`src/rtl/cpu_alu_pkg.sv`:
```
// Shared op encoding, FSM state type and op classification for the multicycle ALU.
package cpu_alu_pkg;

  localparam int unsigned OP_W = 4;

  localparam logic [OP_W-1:0] OP_SIGNED_ADD   = 4'd0;
  localparam logic [OP_W-1:0] OP_UNSIGNED_ADD = 4'd1;
  localparam logic [OP_W-1:0] OP_SUB          = 4'd2;
  localparam logic [OP_W-1:0] OP_AND          = 4'd3;
  localparam logic [OP_W-1:0] OP_OR           = 4'd4;
  localparam logic [OP_W-1:0] OP_XOR          = 4'd5;
  localparam logic [OP_W-1:0] OP_SLL          = 4'd6;
  localparam logic [OP_W-1:0] OP_SRL          = 4'd7;
  localparam logic [OP_W-1:0] OP_SRA          = 4'd8;
  localparam logic [OP_W-1:0] OP_SLT          = 4'd9;
  localparam logic [OP_W-1:0] OP_SLTU         = 4'd10;
  localparam logic [OP_W-1:0] OP_SGE          = 4'd11;
  localparam logic [OP_W-1:0] OP_SGEU         = 4'd12;
  localparam logic [OP_W-1:0] OP_EQ           = 4'd13;
  localparam logic [OP_W-1:0] OP_NE           = 4'd14;

  typedef enum logic [1:0] {
    IDLE  = 2'd0,
    SHIFT = 2'd1,
    DONE  = 2'd2
  } alu_state_e;

  function automatic logic is_shift_op(input logic [OP_W-1:0] op);
    return (op == OP_SLL) || (op == OP_SRL) || (op == OP_SRA);
  endfunction

endpackage

```
`src/rtl/cpu_alu_multicycle_shift_step.sv`:
```
// One iteration of the iterative shifter: shifts by 0..SHIFT_STEP positions.
module cpu_alu_shift_step
  import cpu_alu_pkg::*;
#(
  parameter int unsigned WIDTH      = 32,
  parameter int unsigned SHIFT_STEP = 4,
  parameter int unsigned AMT_W      = $clog2(SHIFT_STEP + 1)
) (
  input  logic [WIDTH-1:0] value_i,
  input  logic             dir_left_i,
  input  logic             arith_i,
  input  logic [AMT_W-1:0] amount_i,
  output logic [WIDTH-1:0] value_o
);

  always_comb begin
    value_o = value_i;
    if (dir_left_i) begin
      value_o = value_i << amount_i;
    end else if (arith_i) begin
      value_o = $signed(value_i) >>> amount_i;
    end else begin
      value_o = value_i >> amount_i;
    end
  end

endmodule

```
`src/rtl/cpu_alu_multicycle.sv`:
```
// Handshaked execute-stage ALU: single-cycle arithmetic/logic/compare, iterative shifts.
module cpu_alu_multicycle
  import cpu_alu_pkg::*;
#(
  parameter int unsigned WIDTH      = 32,
  parameter int unsigned SHIFT_STEP = 4
) (
  input  logic             i_clock,
  input  logic             i_reset,
  input  logic             i_valid,
  output logic             o_ready,
  input  logic [OP_W-1:0]  i_op,
  input  logic [WIDTH-1:0] i_op1,
  input  logic [WIDTH-1:0] i_op2,
  input  logic             i_flush,
  output logic             o_valid,
  input  logic             i_ready,
  output logic [WIDTH-1:0] o_result,
  output logic             o_compare_result,
  output logic             o_busy
);

  localparam int unsigned SH_W  = $clog2(WIDTH);
  localparam int unsigned AMT_W = $clog2(SHIFT_STEP + 1);

  alu_state_e       state_q, state_d;
  logic [OP_W-1:0]  op_q, op_d;
  logic [WIDTH-1:0] acc_q, acc_d;
  logic [SH_W-1:0]  rem_q, rem_d;
  logic [WIDTH-1:0] result_q, result_d;
  logic             cmp_q, cmp_d;

  logic             accept;
  logic [SH_W-1:0]  in_amt;
  logic             in_shift;
  logic [WIDTH-1:0] alu_res;
  logic             alu_cmp;
  logic [AMT_W-1:0] step_amt;
  logic [SH_W-1:0]  rem_next;
  logic [WIDTH-1:0] step_out;

  // A pending flush or reset blocks acceptance; DONE frees up as soon as its result is taken.
  assign o_ready  = !i_reset && !i_flush &&
                    ((state_q == IDLE) || ((state_q == DONE) && i_ready));
  assign accept   = i_valid && o_ready;
  assign in_amt   = i_op2[SH_W-1:0];
  assign in_shift = is_shift_op(i_op);

  // Single-cycle datapath; zero-amount shifts pass op1 straight through.
  always_comb begin
    alu_res = '0;
    alu_cmp = 1'b0;
    case (i_op)
      OP_SIGNED_ADD,
      OP_UNSIGNED_ADD: alu_res = i_op1 + i_op2;
      OP_SUB:          alu_res = i_op1 - i_op2;
      OP_AND:          alu_res = i_op1 & i_op2;
      OP_OR:           alu_res = i_op1 | i_op2;
      OP_XOR:          alu_res = i_op1 ^ i_op2;
      OP_SLL,
      OP_SRL,
      OP_SRA:          alu_res = i_op1;
      OP_SLT:          alu_cmp = $signed(i_op1) < $signed(i_op2);
      OP_SLTU:         alu_cmp = i_op1 < i_op2;
      OP_SGE:          alu_cmp = $signed(i_op1) >= $signed(i_op2);
      OP_SGEU:         alu_cmp = i_op1 >= i_op2;
      OP_EQ:           alu_cmp = i_op1 == i_op2;
      OP_NE:           alu_cmp = i_op1 != i_op2;
      default: begin
        alu_res = '0;
        alu_cmp = 1'b0;
      end
    endcase
  end

  // Step size is min(remaining, SHIFT_STEP); remaining never exceeds WIDTH-1.
  always_comb begin
    if (32'(rem_q) < SHIFT_STEP) begin
      step_amt = AMT_W'(rem_q);
    end else begin
      step_amt = AMT_W'(SHIFT_STEP);
    end
  end

  assign rem_next = rem_q - SH_W'(step_amt);

  cpu_alu_shift_step #(
    .WIDTH      (WIDTH),
    .SHIFT_STEP (SHIFT_STEP),
    .AMT_W      (AMT_W)
  ) u_shift_step (
    .value_i    (acc_q),
    .dir_left_i (op_q == OP_SLL),
    .arith_i    (op_q == OP_SRA),
    .amount_i   (step_amt),
    .value_o    (step_out)
  );

  always_comb begin
    state_d  = state_q;
    op_d     = op_q;
    acc_d    = acc_q;
    rem_d    = rem_q;
    result_d = result_q;
    cmp_d    = cmp_q;

    if (i_flush) begin
      state_d = IDLE;
    end else begin
      case (state_q)
        IDLE, DONE: begin
          if ((state_q == DONE) && i_ready) begin
            state_d = IDLE;
          end
          if (accept) begin
            if (in_shift && (in_amt != '0)) begin
              state_d = SHIFT;
              op_d    = i_op;
              acc_d   = i_op1;
              rem_d   = in_amt;
            end else begin
              state_d  = DONE;
              result_d = alu_res;
              cmp_d    = alu_cmp;
            end
          end
        end
        SHIFT: begin
          acc_d = step_out;
          rem_d = rem_next;
          if (rem_next == '0) begin
            state_d  = DONE;
            result_d = step_out;
            cmp_d    = 1'b0;
          end
        end
        default: state_d = IDLE;
      endcase
    end
  end

  always_ff @(posedge i_clock) begin
    if (i_reset) begin
      state_q  <= IDLE;
      op_q     <= '0;
      acc_q    <= '0;
      rem_q    <= '0;
      result_q <= '0;
      cmp_q    <= 1'b0;
    end else begin
      state_q  <= state_d;
      op_q     <= op_d;
      acc_q    <= acc_d;
      rem_q    <= rem_d;
      result_q <= result_d;
      cmp_q    <= cmp_d;
    end
  end

  assign o_valid          = (state_q == DONE);
  assign o_busy           = (state_q == SHIFT);
  assign o_result         = result_q;
  assign o_compare_result = cmp_q;

endmodule
```
`config.mk`:
```
export PLATFORM = sky130hd
export DESIGN_NAME = cpu_alu_multicycle
export DESIGN_NICKNAME = d
export VERILOG_FILES = /design/src/rtl/cpu_alu_pkg.sv /design/src/rtl/cpu_alu_multicycle_shift_step.sv /design/src/rtl/cpu_alu_multicycle.sv
export SDC_FILE = /design/constraint.sdc
export NUM_CORES = 1
export LEC_CHECK = 0
export ABC_CLOCK_PERIOD_IN_PS = 4100
export BUFFER_PORTS_ARGS = -buffer_cell sky130_fd_sc_hd__buf_2
export CORE_MARGIN = 8
export CORE_UTILIZATION = 52
export CTS_BUF_LIST = sky130_fd_sc_hd__clkbuf_4 sky130_fd_sc_hd__clkbuf_8 sky130_fd_sc_hd__clkbuf_16
export DETAILED_ROUTE_END_ITERATION = 16
export PLACE_DENSITY_LB_ADDON = 0.15
export SYNTH_ARGS = -nofsm -noshare
export SYNTH_HDL_FRONTEND = slang
export SYNTH_SLANG_ARGS = --single-unit
export TNS_END_PERCENT = 1
```
`constraint.sdc`:
```
create_clock -name i_clock -period 4.1 [get_ports i_clock]
set_input_delay 0.82 -clock i_clock [delete_from_list [all_inputs] [get_ports i_clock]]
set_output_delay 0.82 -clock i_clock [all_outputs]
set_load 0.01 [all_outputs]
```
==> qor.csv, run 1 <==
metric,value,unit
status,"complete, no violations",
drc,0,
cts_sinks,76,
synthesis.area,10960,µm²
critPathMostFrequentCell,nand2_1,
setup_tns,0,ns
gp_congestion,0.9616,
grt_max_degree,80,
met3_usage,5.676,%
r2r_slack,0.32,ns
gr-max-usage-layer,met2,
min_path_type,reg -> reg,
synth_warnings,0,
first_global_vias,11820,
timing.final.crit_share,92.24,%
fin_worst_skew,0.008241,ns
core_area,20820,µm²
cts_buffers,9,
post-cts-setup-buffer-count,0,
dp_hpwl,32.97,mm
max_slew.worst_pin.slew,1.127,ns
dp_slack,0.1410,ns
met2_usage,48.11,%
holdPathStages,2,
fin_crit,3.782,ns
hold_viol_final,0,
syn_to_final_growth,9.514,%
num_vias,12640,
synthCells,1590,
async_reset_ff_share,0,%
yosysUniqueCellTypes,109,
layout-drive-gt1-share,14.88,%
p_leak,4.886,nW
setup_violations,0,
num_rows,53,
slew_violations,0,
reg2reg_from,rem_q[2]$_SDFFE_PP0P_,
ys_seq_area_share,13.89,%
critPathArrivalTime,3.96,ns
avgSynthCellArea,6.890,µm²
criticalPathCategory,reg -> reg,
die_area,25970,µm²
critPathCaptureType,flip-flop,
fin_nets,1803,
slew_headroom,24.84,%
antenna_found_initial,5,
cts_root_buf,clkbuf_16,
drt.antenna.violating_nets,0,
routed_wl,42.88,mm
setup.worst_path.start_class,flip-flop,
rsz0062_at_grt,false,
finalWorstSetupSlack,0.3183,ns
first_pass_iters,9,
most-common-layout-cells,"227 x nor2_1, 136 x a21oi_1, 116 x nand2_1",
crit_chain,"or3_1, nand2_1, ha_1, o32a_1, o21bai_1, nand4b_1, o21a_1, or2_1, a211oi_2, nand2_1, a21o_1, a31oi_1, a311oi_1",
clockBufferDepth,2,
track_usage,32.15,%
reg2regPathDepth,13,
start_util,52.61,%
ys.flop_type,dfxtp_1,
die_h,161.2,µm
hold_buffers,0,
critPathMaxFanout,13,
mostFrequentLayoutCell,nor2_1,
wl_per_cell,22.44,µm
die_x,161.2,µm
vias_per_cell,6.616,
numPortBuffers,108,
hp-start,o_result[7]$_SDFFE_PP0P_,
hold_end,o_result[7]$_SDFFE_PP0P_,
clk_pin_slew,0.07,ns
critPathMaxStageDelay,0.61,ns
worstPathRequired,4.28,ns
fmax,0.2644,GHz
grt_overflow,0,
ctsHtreeMaxLevel,3,
maxCapViolations,0,
clk_latency,0.35,ns
reg2reg_to,o_result[31]$_SDFFE_PP0P_,
grt_pass1_wl,67.72,mm
cts_tree,yes,
power_density,216.3,nW/µm²
syn_nets,1765,
critPathSlowestCell,dfxtp_1,
ir_drop,0.1900,mV
synth_edf_count,0,
post_cts_resized,0,
met1_usage,46.10,%
io_pins,109,
fill_cells,2123,
ys_ff_latch,76,
first_iter_violations,1675,
## logic make-up (layout without fill, tap and decap cells)
family	after synthesis	count (layout)	share of synthesized area, %
adder cells (fa/ha/maj)	102	102	11.79
other	1	4	0.03423
buffers and inverters	234	277	8.760
AND/OR/NAND/NOR	557	557	24.15
XOR/XNOR	9	9	0.7195
flip-flops	76	76	13.89
multiplexers	28	28	3.369
AO/OA/AOI/OAI	583	583	37.29
## power by group
group | total, W | internal, W | switching (W)
logic | 0.000996 | 0.000354 | 0.000642
registers | 0.000771 | 0.000753 | 0.0000175
clock network | 0.000828 | 0.000488 | 0.000340
total | 0.00259 | 0.00159 | 0.00100
## cells in the mapped netlist (6+ instances only)
cell	n	area share, %
a31oi_1	15	0.86
a211o_1	6	0.48
o221ai_1	6	0.48
a21o_1	15	1.0
inv_1	100	3.4
buf_2	32	1.5
nand2b_1	20	1.1
and3_1	11	0.63
mux4_2	7	1.4
a222oi_1	16	1.5
o31ai_1	12	0.82
nor2_1	230	7.9
o21ai_0	80	3.7
a311oi_1	13	1.0
xnor2_1	9	0.72
nor2b_1	6	0.34
nor3_1	78	3.6
o211ai_1	24	1.6
o21bai_1	24	1.6
clkbuf_1	88	3.0
nand3_1	21	0.96
o22ai_1	21	1.2
o21ai_1	29	1.3
a221oi_1	22	1.8
or3_1	15	0.86
a211oi_1	62	4.2
nand2_1	117	4.0
ha_1	100	11
dfxtp_1	76	14
nor4_1	6	0.34
a21oi_1	136	6.2
mux2i_1	20	1.8
o21a_1	11	0.75
a221o_1	9	0.82
## per-stage QoR
stage               area, µm²  instances  utilization [%]  total power [W]  hold WS, ns
floorplan               10960       1590                -         0.001438       0.4682
global placement        11690       1892            56.13         0.001748       0.4814
detailed placement      11690       1892            56.13         0.001750       0.4886
CTS                     11990       1908            57.58         0.002578       0.5055
global route            12000       1911            57.62         0.002721       0.5286
finish                  12000       1911            57.62         0.002595       0.5000
## flip-flops by register name, indices dropped and copies added, names as in the netlist
signal            flops
op_q                  4
acc_q                32
o_result             32
state_q               2
rem_q                 5
o_compare_result      1
## how the worst max path moves through the flow
stage,startpoint,end,depth (start not counted)
6_report,rem_q[2]$_SDFFE_PP0P_,o_result[31]$_SDFFE_PP0P_,13
3_5_place_dp,i_op1[1],o_result[27]$_SDFFE_PP0P_,13
4_1_cts,rem_q[2]$_SDFFE_PP0P_,o_result[31]$_SDFFE_PP0P_,13
2_1_floorplan,rem_q[4]$_SDFFE_PP0P_,o_result[31]$_SDFFE_PP0P_,18
3_3_place_gp,i_op1[24],o_result[29]$_SDFFE_PP0P_,13
5_1_grt,rem_q[2]$_SDFFE_PP0P_,o_result[31]$_SDFFE_PP0P_,13
## critical path: cells and delay by family, from the launching register on
family	cells	cell delay, ns
AO/OA/AOI/OAI	7	1.69
adder cells (fa/ha/maj)	1	0.24
flip-flops	1	0.61
AND/OR/NAND/NOR	5	1.09
## per-layer routing
metal  vias up  part of all wire [%]
li1       5949                     -
met3        75                    10
met5         -                 0.058
met1      5989                    44
met2       627                    43
met4         4                   2.2
## layout make-up
cell class | instances | area, µm² | area share, %
repair buffers | 156 | 913.4 | 7.613
clock buffers | 11 | 240.2 | 2.002
clock inverters | 5 | 62.56 | 0.5214
multi-input cells | 1280 | 8514 | 70.97
diodes | 3 | 7.507 | 0.06257
inverters | 105 | 394.1 | 3.285
flip-flops and latches | 76 | 1521 | 12.68
well taps | 275 | 344.1 | 2.868
Power figures use the tool's default switching activity.
==> run 2: changes to the inputs <==
--- a/config.mk
+++ b/config.mk
@@ -8,11 +8,12 @@
 export ABC_CLOCK_PERIOD_IN_PS = 4100
 export BUFFER_PORTS_ARGS = -buffer_cell sky130_fd_sc_hd__buf_2
 export CORE_MARGIN = 8
-export CORE_UTILIZATION = 52
+export CORE_UTILIZATION = 45
 export CTS_BUF_LIST = sky130_fd_sc_hd__clkbuf_4 sky130_fd_sc_hd__clkbuf_8 sky130_fd_sc_hd__clkbuf_16
 export DETAILED_ROUTE_END_ITERATION = 16
 export PLACE_DENSITY_LB_ADDON = 0.15
 export SYNTH_ARGS = -nofsm -noshare
 export SYNTH_HDL_FRONTEND = slang
+export SYNTH_HIERARCHICAL = 1
 export SYNTH_SLANG_ARGS = --single-unit
 export TNS_END_PERCENT = 1
==> qor.csv, run 2 <==
metric,value,unit
post-cts-setup-buffer-count,0,
reg2reg_to,o_result[23]$_SDFFE_PP0P_,
setup_violations,0,
critPathMaxFanout,9,
syn_nets,1728,
synth_warnings,6,
hp-start,o_result[0]$_SDFFE_PP0P_,
drc,0,
holdPathStages,2,
first_iter_violations,1563,
grt_pass1_wl,68.51,mm
clk_pin_slew,0.07,ns
share_comb_of_total_power,41.0,%
clk_latency,0.34,ns
fin_crit,3.846,ns
post_cts_resized,0,
num_vias,12740,
grt_max_degree,66,
cts_tree,yes,
dp_hpwl,35.14,mm
avgSynthCellArea,7.075,µm²
power_density,208.5,nW/µm²
cts_sinks,76,
setup.worst_path.start_class,flip-flop,
cts_root_buf,clkbuf_16,
drt.antenna.violating_nets,0,
synth_commonest_cells,"164 x nand2_1, 155 x nor2_1, 109 x a21oi_1",
p_leak,5.097,nW
gp_congestion,1.007,
synthCells,1553,
synthesis.area,10990,µm²
r2r_slack,0.25,ns
yosysTopAreaCellShare,13.85,%
first_global_vias,11880,
num_rows,57,
syn_to_final_growth,13.36,%
numPortBuffers,108,
critPathArrivalTime,4.04,ns
hold_end,o_result[0]$_SDFFE_PP0P_,
mostFrequentLayoutCell,nand2_1,
maxCapViolations,0,
synth_top_area_cell,dfxtp_1,
criticalPathCategory,reg -> reg,
min_path_type,reg -> reg,
worstPathRequired,4.29,ns
critPathCaptureType,flip-flop,
yosysUniqueCellTypes,92,
synth_area_leaders,"dfxtp_1 14%, ha_1 11%, mux2i_1 6.6%",
p_total,0.002597,W
hold_viol_final,0,
seq_power_share,29.9,%
start_util,45.45,%
status,"complete, no violations",
wl_per_cell,22.65,µm
routed_wl,44.80,mm
first_pass_iters,6,
rsz0062_at_grt,false,
crit_start,rem_q[3]$_SDFFE_PP0P_,
max_slew.worst_pin.slew,0.8814,ns
ctsHtreeMaxLevel,3,
setup_tns,0,ns
slew_violations,0,
reg2regPathDepth,12,
clockPowerShare,29.1,%
die_h,172.3,µm
hold_buffers,0,
synth.most_common_cell,nand2_1,
ys_ff_latch,76,
layout-drive-gt1-share,16.09,%
fin_worst_skew,0.01213,ns
die_area,29670,µm²
grt_overflow,0,
vias_per_cell,6.443,
reg2reg_from,rem_q[3]$_SDFFE_PP0P_,
synth_edf_count,0,
core_area,24180,µm²
ys_seq_area_share,13.85,%
cts_buffers,9,
ir_drop,0.1969,mV
track_usage,29.25,%
most-common-layout-cells,"164 x nand2_1, 154 x nor2_1, 109 x a21oi_1",
die_x,172.3,µm
clockBufferDepth,2,
ys.flop_type,dfxtp_1,
p_sw,0.001020,W
io_pins,109,
switching_share,39.29,%
antenna_found_initial,4,
fin_nets,1823,
async_reset_ff_share,0,%
fmax,0.2600,GHz
slew_headroom,41.09,%
p_int,0.001577,W
timing.final.crit_share,93.81,%
run 2: cells by family after synthesis:
kind of cell	Yosys count	share of synthesized area [%]
multiplexers	91	9.121
XOR/XNOR	17	1.355
AO/OA/AOI/OAI	549	35.06
flip-flops	76	13.85
buffers and inverters	232	8.939
AND/OR/NAND/NOR	485	19.89
adder cells (fa/ha/maj)	102	11.75
other	1	0.03413
run 2: how the worst max path moves through the flow:
| stage | end | cells past startpoint |
|---|---|---|
| after floorplan | o_result[24]$_SDFFE_PP0P_ | 11 |
| final | o_result[23]$_SDFFE_PP0P_ | 12 |
| after global routing | o_result[29]$_SDFFE_PP0P_ | 13 |
| after CTS | o_result[23]$_SDFFE_PP0P_ | 12 |
| after detailed placement | o_compare_result$_SDFFE_PP0P_ | 14 |
| after global placement | o_result[29]$_SDFFE_PP0P_ | 13 |
run 2: metal layers:
layer	part of all wire (%)	global-route usage [%]	vias to the layer above
li1	-	-	5968
met1	45	41.79	6031
met2	44	45.58	671
met3	9.0	4.178	68
met4	1.8	6.747	6
met5	0.094	0	-
run 2: layout make-up:
class / instances / area, µm²
Antenna cell: 1 / 2.502
Sequential cell: 76 / 1521
Clock buffer: 10 / 232.7
Fill cell: 2475 / 11720
Timing Repair Buffer: 208 / 1316
Multi-Input combinational cell: 1245 / 8523
Tap cell: 324 / 405.4
Clock inverter: 6 / 48.80
Inverter: 108 / 405.4
run 2: stage by stage:
step	hold WS (ns)	cell area (µm²)	util, %	cells	setup slack, ns
global route	0.4759	12460	51.52	1978	0.1094
global placement	0.4394	12170	50.34	1961	0.1196
finish	0.4722	12460	51.52	1978	0.2537
floorplan	0.4548	10990	-	1553	0.5018
detailed placement	0.4603	12170	50.34	1961	0.07168
CTS	0.4693	12450	51.51	1977	0.3446
run 2: power groups by stage:
stage          logic, W  registers (W)  clock network (W)
4_1_cts         0.00103       0.000775           0.000761
2_1_floorplan  0.000631       0.000789                  0
3_3_place_gp    0.00103       0.000792                  0
6_report        0.00107       0.000776           0.000755
5_1_grt         0.00115       0.000777           0.000789
3_5_place_dp    0.00103       0.000792                  0
run 2: critical path, stage by stage (launching register included):
cell,delay (ns)
dfxtp_1,0.52
nor3_1,0.17
inv_1,0.10
nand2_1,0.06
ha_1,0.25
or4_1,0.48
a221o_1,0.46
o32a_1,0.41
nand2_1,0.09
o21ai_0,0.23
a211o_1,0.34
a221oi_1,0.48
nor3_1,0.10
==> run 3: changes to the inputs <==
--- a/config.mk
+++ b/config.mk
@@ -6,11 +6,11 @@
 export NUM_CORES = 1
 export LEC_CHECK = 0
 export ABC_CLOCK_PERIOD_IN_PS = 4100
-export BUFFER_PORTS_ARGS = -buffer_cell sky130_fd_sc_hd__buf_2
 export CORE_MARGIN = 8
 export CORE_UTILIZATION = 45
 export CTS_BUF_LIST = sky130_fd_sc_hd__clkbuf_4 sky130_fd_sc_hd__clkbuf_8 sky130_fd_sc_hd__clkbuf_16
 export DETAILED_ROUTE_END_ITERATION = 16
+export DONT_BUFFER_PORTS = 1
 export PLACE_DENSITY_LB_ADDON = 0.15
 export SYNTH_ARGS = -nofsm -noshare
 export SYNTH_HDL_FRONTEND = slang
==> qor.csv, run 3 (synthesized netlist as in run 2, its figures left out) <==
metric,value,unit
p_leak,4.490,nW
p_int,0.001589,W
fmax,0.2632,GHz
num_vias,12340,
clockBufferDepth,2,
grt_overflow,0,
fill_cells,2505,
mostFrequentLayoutCell,nand2_1,
drc,0,
clockPowerShare,32.5,%
share_comb_of_total_power,36.4,%
setup_tns,0,ns
hold_viol_final,0,
cts_root_buf,clkbuf_16,
post_cts_resized,0,
core_area,24180,µm²
p_sw,0.0009418,W
grt_pass1_wl,66.44,mm
die_x,172.3,µm
rsz0062_at_grt,false,
clk_latency,0.34,ns
numPortBuffers,0,
grt_max_degree,81,
num_rows,57,
dp_slack,0.1490,ns
post-cts-setup-buffer-count,0,
fin_crit,3.799,ns
die_h,172.3,µm
wl_per_cell,23.93,µm
status,"complete, no violations",
first_pass_iters,5,
multi_input_area,8523,µm²
stdcell_area,11700,µm²
layout-drive-gt1-share,8.449,%
track_usage,28.68,%
critPathCaptureType,flip-flop,
most-common-layout-cells,"164 x nand2_1, 154 x nor2_1, 109 x a21oi_1",
syn_to_final_growth,6.513,%
cts_buffers,9,
max_slew.worst_pin.slew,1.184,ns
reg2regPathDepth,12,
fin_nets,1685,
vias_per_cell,6.711,
setup.worst_path.start_class,flip-flop,
switching_share,37.22,%
min_path_type,reg -> reg,
critPathArrivalTime,4.08,ns
ir_drop,0.1921,mV
gp_congestion,1.025,
drt.antenna.violating_nets,0,
power_density,216.2,nW/µm²
first_iter_violations,1910,
critPathMaxFanout,9,
slew_violations,0,
finalWorstSetupSlack,0.3008,ns
place_area,11390,µm²
clk_pin_slew,0.06,ns
fin_worst_skew,0.009682,ns
regArea,1521,µm²
hold_buffers,0,
antenna_found_initial,0,
slew_headroom,20.62,%
worstPathRequired,4.38,ns
first_global_vias,11120,
setup_violations,0,
holdPathStages,1,
criticalPathCategory,reg -> reg,
seq_power_share,31.0,%
cts_sinks,76,
die_area,29670,µm²
ctsHtreeMaxLevel,3,
maxCapViolations,0,
diodes,0,
routed_wl,44.01,mm
timing.final.crit_share,92.66,%
cts_tree,yes,
dp_hpwl,34.23,mm
start_util,45.45,%
io_pins,109,
[run 3: final timing paths]
kind	start	to	slack [ns]
max	rem_q[2]$_SDFFE_PP0P_	o_result[29]$_SDFFE_PP0P_	0.30
min	op_q[1]$_SDFFE_PP0P_	op_q[1]$_SDFFE_PP0P_	0.50
max reg2reg	rem_q[2]$_SDFFE_PP0P_	o_result[29]$_SDFFE_PP0P_	0.30
min reg2reg	op_q[1]$_SDFFE_PP0P_	op_q[1]$_SDFFE_PP0P_	0.50
[run 3: power by group through the flow]
stage / clock network, W / logic, W / registers [W]
6_report: 0.000824 / 0.000921 / 0.000786
3_3_place_gp: 0 / 0.000882 / 0.000802
2_1_floorplan: 0 / 0.000631 / 0.000789
5_1_grt: 0.000858 / 0.000990 / 0.000786
3_5_place_dp: 0 / 0.000882 / 0.000802
4_1_cts: 0.000832 / 0.000887 / 0.000785
[run 3: critical path: stages (launching register included)]
cell,delay [ns]
dfxtp_1,0.50
nor3_1,0.17
inv_1,0.10
nand2_1,0.06
ha_1,0.25
or4_1,0.47
a221o_1,0.46
o32ai_4,0.47
mux2i_1,0.16
o21ai_0,0.37
inv_1,0.12
or4b_1,0.52
nand3_1,0.10
[run 3: layout make-up]
| cell class | instances | area share, % |
|---|---|---|
| Clock inverter | 6 | 0.6094 |
| Timing Repair Buffer | 70 | 4.597 |
| Tap cell | 324 | 3.464 |
| Inverter | 108 | 3.464 |
| Clock buffer | 10 | 2.042 |
| Multi-Input combinational cell | 1245 | 72.82 |
| Sequential cell | 76 | 13.00 |
[run 3: layer usage]
metal,share of wire [%],vias up,GRT usage [%]
met4,3.0,0,8.658
met5,0,-,0
met3,9.1,96,4.977
li1,-,5680,-
met1,45,5900,40.99
met2,43,666,43.09
[run 3: metrics by stage]
stage	hold WS [ns]	utilization [%]	cells	power, W
2_1_floorplan	0.4548	-	1553	0.001420
3_3_place_gp	0.4785	47.13	1823	0.001684
3_5_place_dp	0.4871	47.13	1823	0.001684
4_1_cts	0.4995	48.41	1839	0.002504
5_1_grt	0.5282	48.41	1839	0.002634
6_report	0.4953	48.41	1839	0.002530
